## src/rtl/debouncer_array_pkg.sv

```systemverilog
// Shared definitions for the debouncer array: event-mode encodings and the
// helper that sizes each channel's qualification counter.
package debouncer_array_pkg;

  localparam int EV_RISE = 0;
  localparam int EV_FALL = 1;
  localparam int EV_BOTH = 2;

  // Counter width needed to count 0..ticks-1, never narrower than one bit.
  function automatic int cnt_width(input int ticks);
    int w;
    w = $clog2(ticks);
    return (w < 1) ? 1 : w;
  endfunction

endpackage

```

## src/rtl/debouncer_array_channel.sv

```systemverilog
// One debounce channel: input synchroniser, run-length qualification counter,
// debounced level register, rise/fall pulses and sticky pending flag.
module debounce_channel
  import debouncer_array_pkg::*;
#(
  parameter int   STABLE_TICKS = 16,
  parameter int   SYNC_STAGES  = 2,
  parameter logic INIT_LEVEL   = 1'b0,
  parameter int   EVENT_MODE   = EV_BOTH
) (
  input  logic clk,
  input  logic rst,
  input  logic clk_en,
  input  logic din,
  input  logic ack,
  output logic db_level,
  output logic rise,
  output logic fall,
  output logic pending,
  output logic pending_next
);

  localparam int             CW      = cnt_width(STABLE_TICKS);
  localparam logic [CW-1:0]  CNT_MAX = CW'(STABLE_TICKS - 1);

  logic [SYNC_STAGES-1:0] sync;
  logic                   sync_out;
  logic [CW-1:0]          cnt;
  logic [CW-1:0]          cnt_next;
  logic                   mismatch;
  logic                   accept;
  logic                   set_pending;

  assign sync_out = sync[SYNC_STAGES-1];

  // Synchroniser chain; resets to the initial level so release never looks like an edge.
  always_ff @(posedge clk or posedge rst) begin
    if (rst) begin
      sync <= {SYNC_STAGES{INIT_LEVEL}};
    end else begin
      sync <= {sync[SYNC_STAGES-2:0], din};
    end
  end

  // Qualification: count consecutive mismatching ticks, accept on the last one, any match restarts.
  always_comb begin
    mismatch    = (sync_out != db_level);
    accept      = clk_en && mismatch && (cnt == CNT_MAX);
    cnt_next    = cnt;
    set_pending = 1'b0;
    if (clk_en) begin
      if (!mismatch || accept) begin
        cnt_next = '0;
      end else begin
        cnt_next = cnt + CW'(1);
      end
    end
    if (EVENT_MODE == EV_RISE) begin
      set_pending = accept && sync_out;
    end else if (EVENT_MODE == EV_FALL) begin
      set_pending = accept && !sync_out;
    end else begin
      set_pending = accept;
    end
    pending_next = set_pending || (pending && !ack);
  end

  // State update: counter, level, single-cycle edge pulses and the sticky flag (set beats ack).
  always_ff @(posedge clk or posedge rst) begin
    if (rst) begin
      cnt      <= '0;
      db_level <= INIT_LEVEL;
      rise     <= 1'b0;
      fall     <= 1'b0;
      pending  <= 1'b0;
    end else begin
      cnt      <= cnt_next;
      db_level <= accept ? sync_out : db_level;
      rise     <= accept && sync_out;
      fall     <= accept && !sync_out;
      pending  <= pending_next;
    end
  end

endmodule

```

## src/rtl/debouncer_array.sv

```systemverilog
// Multi-channel debouncer: independent debounce channels sharing clock, reset
// and sampling tick, plus a registered interrupt summarising pending events.
module debouncer_array
  import debouncer_array_pkg::*;
#(
  parameter int                  CHANNELS     = 4,
  parameter int                  STABLE_TICKS = 16,
  parameter int                  SYNC_STAGES  = 2,
  parameter logic [CHANNELS-1:0] INIT_LEVEL   = '0,
  parameter int                  EVENT_MODE   = EV_BOTH
) (
  input  logic                clk,
  input  logic                rst,
  input  logic                clk_en,
  input  logic [CHANNELS-1:0] din,
  input  logic [CHANNELS-1:0] ack,
  output logic [CHANNELS-1:0] db_level,
  output logic [CHANNELS-1:0] rise,
  output logic [CHANNELS-1:0] fall,
  output logic [CHANNELS-1:0] pending,
  output logic                irq
);

  logic [CHANNELS-1:0] pending_next;

  for (genvar i = 0; i < CHANNELS; i++) begin : g_chan
    debounce_channel #(
      .STABLE_TICKS (STABLE_TICKS),
      .SYNC_STAGES  (SYNC_STAGES),
      .INIT_LEVEL   (INIT_LEVEL[i]),
      .EVENT_MODE   (EVENT_MODE)
    ) u_chan (
      .clk          (clk),
      .rst          (rst),
      .clk_en       (clk_en),
      .din          (din[i]),
      .ack          (ack[i]),
      .db_level     (db_level[i]),
      .rise         (rise[i]),
      .fall         (fall[i]),
      .pending      (pending[i]),
      .pending_next (pending_next[i])
    );
  end

  // Interrupt follows the next-state of the pending flags so it lines up with them.
  always_ff @(posedge clk or posedge rst) begin
    if (rst) begin
      irq <= 1'b0;
    end else begin
      irq <= |pending_next;
    end
  end

endmodule

```

## config.mk

```make
export PLATFORM = sky130hd
export DESIGN_NAME = debouncer_array
export DESIGN_NICKNAME = d
export VERILOG_FILES = /design/src/rtl/debouncer_array_pkg.sv /design/src/rtl/debouncer_array_channel.sv /design/src/rtl/debouncer_array.sv
export SDC_FILE = /design/constraint.sdc
export NUM_CORES = 1
export LEC_CHECK = 0
export ABC_AREA = 1
export CORE_MARGIN = 1
export CORE_UTILIZATION = 57
export CTS_CLUSTER_SIZE = 30
export DETAILED_ROUTE_END_ITERATION = 16
export PLACE_DENSITY = 0.86
export SYNTH_ARGS = -nofsm -noshare
export SYNTH_HDL_FRONTEND = slang
export SYNTH_SLANG_ARGS = --single-unit
```

## constraint.sdc

```tcl
create_clock -name clk -period 2.8 [get_ports clk]
set_clock_uncertainty 0.2 [all_clocks]
set_input_delay 0.84 -clock clk [delete_from_list [all_inputs] [get_ports clk]]
set_output_delay 0.84 -clock clk [all_outputs]
set_load 0.03 [all_outputs]
```

==> metrics.json, run 1 <==
{
  "outcome": "complete, no violations",
  "detailed_place_hpwl_um": 2048,
  "maxSlewHeadroom": 0.6747,
  "crit-reg2reg-launch": "g_chan[0].u_chan.cnt[0]",
  "initialDrtViolationCount": 45,
  "timing.final.crit_period_ns": 2.470,
  "leakage_nw": 1.097,
  "start_util": 0.5979,
  "die_h_um": 58.36,
  "syn-instance-count": 187,
  "async_reset_ff_frac": 1.000,
  "utilization": 0.6930,
  "routed_wire_length_per_instance_um": 11.39,
  "syn_avg_cell_area_um2": 9.682,
  "worst_r2r_endpoint": "irq",
  "wire_length_of_the_first_global_routing_pass_um": 4726,
  "die-area_um2": 3406,
  "drt_drc_violations_left": 0,
  "die_x_um": 58.36,
  "cts_buffer_depth": 2,
  "hold_class": "flip-flop to flip-flop",
  "path_buf_inv": 1,
  "hold_violations": 0,
  "synthDistinctLibCells": 22,
  "timing.setup.tns_ns": 0,
  "clock_tree_from_tritoncts": "built",
  "syn-cell-area_um2": 1810,
  "achievable-frequency_mhz": 404.9,
  "cts.repair_timing.setup_buffer_count": 0,
  "clk-insertion-delay-late_ns": 0.35,
  "routed-via-count": 1236,
  "worst-r2r-cell-count": 7,
  "synth-edff-count": 0,
  "setup_viol": 0,
  "postCtsResizedCells": 0,
  "period_share": 0.8820,
  "min_path_cells": 0,
  "cts-htree-levels": 2,
  "worstPathRequired_ns": 1.76,
  "path_delay_family": "buffers and inverters",
  "worstPathArrival_ns": 1.43,
  "cts_root_buf": "clkbuf_4",
  "finish.net_count": 221,
  "power.density_nw_per_um2": 552.4,
  "critPathMaxFanout": 3,
  "whs_endpoint": "g_chan[1].u_chan.sync[1]",
  "synth_top_flop_cell": "dfrtp_1",
  "setup.reg_to_reg.worst_slack_ns": 1.21,
  "wirelength_um": 2859,
  "worst-slew-pin-transition_ns": 0.4879,
  "seq_area_frac_synth": 0.5667,
  "globalplace.congestion": 0.7989,
  "yosys_warnings": 0,
  "numPortBuffers": 27,
  "timing.critical_path.cells": "clkdlybuf4s50_1",
  "crit_path_top_delay_cell": "clkdlybuf4s50_1",
  "track_usage": 0.1917,
  "drv.max_cap_violation_count": 0,
  "rsz0062_at_grt": "no",
  "grt_overflow": 0,
  "power.ir.vdd_worst_mv": 0.4714,
  "std_cell_core_area_um2": 3028,
  "cp-end-kind": "output pin",
  "rows": 20,
  "areaGrowthSynthToFinish_pct": 15.89,
  "share_of_final_layout_standard_cells_stronger_than_drive_strength_1": 0.1208,
  "cts.reportedPaths.clkPinSlew_ns": 0.12,
  "first_global_vias": 1147,
  "cts_hold_buffers": 0,
  "worst-setup-path-type": "flip-flop to output pin",
  "worst_setup_path_start_kind": "flip-flop",
  "antenna_found_initial": 0,
  "cts_made_buffers": 5,
  "ant_nets": 0,
  "syn_nets": 202,
  "final-max-slew-violation-count": 0,
  "antenna_cells_inserted": 0,
  "cts.sinks": 41,
  "synth.ff_latch_count": 41,
  "firstDrtPassIters": 4,
  "hold_path_startpoint": "g_chan[1].u_chan.sync[0]",
  "vias_per_cell": 4.924,
  "largest_net_degree_at_the_start_of_global_routing": 42,
  "boundaryPins": 28,
  "worst_hold_slack_ns": 0.1599,
  "critPathMaxStageDelay_ns": 0.68
}
cell type report:
class | instances | area (um2)
well taps | 44 | 55.05
clock inverters | 1 | 30.03
inverters | 26 | 100.1
multi-input cells | 102 | 539.3
fillers | 228 | 929.6
repair buffers | 30 | 292.8
clock buffers | 7 | 55.05
flip-flops and latches | 41 | 1026
worst max-delay path by stage:
| stage | cells past startpoint | to | start | slack, ns |
|---|---|---|---|---|
| floorplan | 1 | g_chan[0].u_chan.cnt[0] | rst | 0.81 |
| finish | 1 | db_level[0] | g_chan[0].u_chan.db_level | 0.33 |
| global placement | 6 | g_chan[3].u_chan.db_level | clk_en | 0.57 |
| CTS | 1 | db_level[0] | g_chan[0].u_chan.db_level | 0.31 |
| detailed placement | 6 | g_chan[0].u_chan.db_level | clk_en | 0.47 |
| global route | 1 | db_level[1] | g_chan[1].u_chan.db_level | 0.27 |
synthesized netlist by cell type (2+ instances only):
| library cell | n | area share |
|---|---|---|
| a21oi_1 | 8 | 0.022 |
| buf_4 | 16 | 0.066 |
| clkinv_2 | 2 | 0.0055 |
| dfrtp_1 | 41 | 0.57 |
| ha_1 | 4 | 0.028 |
| inv_1 | 23 | 0.048 |
| nand2_1 | 37 | 0.077 |
| nand2_2 | 6 | 0.021 |
| nand3_1 | 4 | 0.011 |
| nand3_2 | 2 | 0.011 |
| nand4_1 | 8 | 0.028 |
| nor2_1 | 17 | 0.035 |
| nor2_2 | 2 | 0.0069 |
| nor3_1 | 2 | 0.0055 |
| o21ai_0 | 2 | 0.0055 |
| o21ai_2 | 2 | 0.0097 |
| xor2_1 | 6 | 0.029 |
stage by stage:
step | setup WS [ns] | power [mW] | std cells | area (um2)
floorplan | 0.8140 | 0.7294 | 187 | 1810
global placement | 0.5700 | 0.7563 | 243 | 2013
detailed placement | 0.4682 | 0.7681 | 243 | 2013
CTS | 0.3116 | 1.175 | 251 | 2098
global route | 0.2701 | 1.201 | 251 | 2098
finish | 0.3305 | 1.159 | 251 | 2098
registers in the layout (all words and copies together) (netlist names):
register                flops
g_chan.u_chan.pending       4
irq                         1
g_chan.u_chan.sync          8
g_chan.u_chan.rise          4
g_chan.u_chan.cnt          16
g_chan.u_chan.db_level      4
g_chan.u_chan.fall          4
per-layer routing:
metal / part of all wire / global-route usage / routed length (um) / vias up
met1: 0.42 / 0.2045 / 1214 / 591
li1: - / - / - / 599
met5: 0 / 0 / 0 / -
met3: 0.055 / 0.06593 / 156 / 8
met4: 0.021 / 0.09864 / 60 / 0
met2: 0.50 / 0.3366 / 1427 / 38
placed cells by master, fill, tap and decap left out, types with 5 or more instances in the layout:
| cell type | instances |
|---|---|
| dfrtp_1 | 41 |
| nand2_1 | 37 |
| clkdlybuf4s50_1 | 27 |
| inv_1 | 23 |
| nor2_1 | 17 |
| a21oi_1 | 8 |
| nand4_1 | 8 |
| xor2_1 | 6 |
| nand2_2 | 6 |
| clkbuf_4 | 5 |
where the power goes:
group          switching, mW  total, mW  internal [mW]  leakage [nW]
combinational         0.0544     0.0996         0.0452         0.527
sequential            0.0323      0.658          0.626         0.524
clock                  0.188      0.401          0.213        0.0455
logic make-up after synthesis:
logic type	after synthesis	synth area share
AOI/OAI and AO/OA	12	0.03732
xor gates and xnor gates	7	0.03386
adders and majority gates	4	0.02764
buffers and inverters	44	0.1354
DFF	41	0.5667
and+or+nand+nor	79	0.1990
Power figures use the tool's default switching activity.
==> inputs of run 2 (changes only) <==
--- a/config.mk
+++ b/config.mk
@@ -14,3 +14,4 @@
 export SYNTH_ARGS = -nofsm -noshare
 export SYNTH_HDL_FRONTEND = slang
 export SYNTH_SLANG_ARGS = --single-unit
+export TNS_END_PERCENT = 20
==> results of run 2 <==
No change in the layout: final DEF, timing and power equal those of run 1.
==> inputs of run 3 (changes only) <==
--- a/config.mk
+++ b/config.mk
@@ -7,10 +7,10 @@
 export LEC_CHECK = 0
 export ABC_AREA = 1
 export CORE_MARGIN = 1
-export CORE_UTILIZATION = 57
+export CORE_UTILIZATION = 52
 export CTS_CLUSTER_SIZE = 30
 export DETAILED_ROUTE_END_ITERATION = 16
-export PLACE_DENSITY = 0.86
+export PLACE_DENSITY = 0.79
 export SYNTH_ARGS = -nofsm -noshare
 export SYNTH_HDL_FRONTEND = slang
 export SYNTH_SLANG_ARGS = --single-unit
==> constraint.sdc (replaced) <==
create_clock -name clk -period 2.5 [get_ports clk]
set_clock_uncertainty 0.2 [all_clocks]
set_input_delay 0.75 -clock clk [delete_from_list [all_inputs] [get_ports clk]]
set_output_delay 0.75 -clock clk [all_outputs]
set_load 0.03 [all_outputs]
==> run 3 against run 2 <==
Effect of this change: setup slack got worse by 0.22 ns; routed wire length grew 5.1%; largest cell class unchanged; highest routed layer unchanged; total power up 2.2%.
==> metrics.json, run 3 (synthesized netlist as in run 1, its figures left out) <==
{
  "timing.critical_path.cells": "clkdlybuf4s50_1",
  "cts_hold_buffers": 0,
  "achievable-frequency_mhz": 418.2,
  "start_util": 0.5426,
  "largest_register": "g_chan.u_chan.cnt",
  "whs_endpoint": "g_chan[3].u_chan.sync[1]",
  "ant_nets": 0,
  "antenna_found_initial": 0,
  "design_power_total_mw": 1.184,
  "postCtsResizedCells": 0,
  "cts.sinks": 41,
  "timing.final.crit_period_ns": 2.391,
  "clock_tree_from_tritoncts": "built",
  "die_x_um": 61.01,
  "worst_r2r_endpoint": "irq",
  "track_usage": 0.1906,
  "timing.setup.tns_ns": 0,
  "worstPathArrival_ns": 1.44,
  "power.ir.vdd_worst_mv": 0.3663,
  "cts.reportedPaths.clkPinSlew_ns": 0.12,
  "reg.largest.list": "g_chan.u_chan.cnt x16, g_chan.u_chan.sync x8",
  "path_delay_family": "buffers and inverters",
  "grt_overflow": 0,
  "rows": 21,
  "leakage_nw": 1.082,
  "hold_path_startpoint": "g_chan[3].u_chan.sync[0]",
  "initialDrtViolationCount": 47,
  "drt_drc_violations_left": 0,
  "power.density_nw_per_um2": 572.0,
  "layout.cells.non_filler": 252,
  "globalplace.congestion": 0.6922,
  "critPathMaxFanout": 3,
  "worst_setup_path_start_kind": "flip-flop",
  "hold_class": "flip-flop to flip-flop",
  "wire_length_of_the_first_global_routing_pass_um": 4933,
  "largest_register_ff_count": 16,
  "areaGrowthSynthToFinish_pct": 14.37,
  "antenna_cells_inserted": 0,
  "cts_root_buf": "clkbuf_4",
  "die_h_um": 61.01,
  "outcome": "complete, no violations",
  "boundaryPins": 28,
  "final.setup.worst_slack_ns": 0.1086,
  "pre_cts_slack_ns": 0.2857,
  "cts_buffer_depth": 2,
  "worst-r2r-cell-count": 7,
  "routed-via-count": 1221,
  "drv.max_cap_violation_count": 0,
  "share_of_final_layout_standard_cells_stronger_than_drive_strength_1": 0.1165,
  "wirelength_um": 3005,
  "rsz0062_at_grt": "no",
  "cts.repair_timing.setup_buffer_count": 0,
  "setup_viol": 0,
  "path_buf_inv": 1,
  "worstPathRequired_ns": 1.55,
  "min_path_cells": 0,
  "largest_net_degree_at_the_start_of_global_routing": 42,
  "worst-setup-path-type": "flip-flop to output pin",
  "vias_per_cell": 4.845,
  "hold_violations": 0,
  "most_frequent_cells_in_the_layout": "dfrtp_1 (41), nand2_1 (37), clkdlybuf4s50_1 (27)",
  "cts-htree-levels": 2,
  "critPathMaxStageDelay_ns": 0.69,
  "first_global_vias": 1180,
  "finish.net_count": 221,
  "die-area_um2": 3722,
  "layout.cells.most_common": "dfrtp_1",
  "firstDrtPassIters": 4,
  "dp_cells": 245,
  "clk-insertion-delay-late_ns": 0.36,
  "period_share": 0.9566,
  "final-max-slew-violation-count": 0,
  "crit-reg2reg-launch": "g_chan[0].u_chan.cnt[0]",
  "numPortBuffers": 27,
  "cp-end-kind": "output pin",
  "std_cell_core_area_um2": 3337,
  "setup.reg_to_reg.worst_slack_ns": 0.97,
  "worst-slew-pin-transition_ns": 0.5101,
  "cts_made_buffers": 5,
  "crit_path_top_delay_cell": "clkdlybuf4s50_1",
  "maxSlewHeadroom": 0.6599,
  "detailed_place_hpwl_um": 2253,
  "routed_wire_length_per_instance_um": 11.92
}
-- run 3: area by class of cell --
type	count	area [um2]
repair buffers	30	292.8
multi-input cells	102	539.3
well taps	46	57.56
inverters	26	100.1
flip-flops and latches	41	1026
clock buffers	7	55.05
fillers	286	1266
-- run 3: worst max path at each step --
| stage | start | to | slack [ns] | depth (start not counted) |
|---|---|---|---|---|
| 5_1_grt | g_chan[0].u_chan.db_level | db_level[0] | 0.04 | 1 |
| 4_1_cts | g_chan[0].u_chan.pending | pending[0] | 0.09 | 1 |
| 3_3_place_gp | clk_en | g_chan[3].u_chan.db_level | 0.35 | 6 |
| 6_report | g_chan[0].u_chan.db_level | db_level[0] | 0.11 | 1 |
| 3_5_place_dp | clk_en | g_chan[2].u_chan.db_level | 0.29 | 8 |
| 2_1_floorplan | rst | g_chan[0].u_chan.cnt[0] | 0.60 | 1 |
-- run 3: power breakdown --
group          total (mW)  internal, mW  switching, mW
combinational       0.113        0.0501         0.0629
sequential          0.736         0.701         0.0350
clock               0.336         0.133          0.203
-- run 3: through the flow --
| stage | utilization | hold slack (ns) | instance area [um2] |
|---|---|---|---|
| 6_report | 0.6205 | 0.1585 | 2071 |
| 5_1_grt | 0.6205 | 0.1726 | 2071 |
| 4_1_cts | 0.6205 | 0.1606 | 2071 |
| 3_5_place_dp | 0.6040 | 0.1355 | 2016 |
| 3_3_place_gp | 0.6040 | 0.1333 | 2016 |
| 2_1_floorplan | - | 0.1312 | 1810 |
-- run 3: metal layers --
layer,part of all wire,up-vias,global-route usage,wire length (um)
met5,0,-,0,0
met4,0.023,0,0.1136,69
met3,0.043,6,0.05757,128
met2,0.54,26,0.3375,1620
met1,0.39,587,0.1986,1186
li1,-,602,-,-
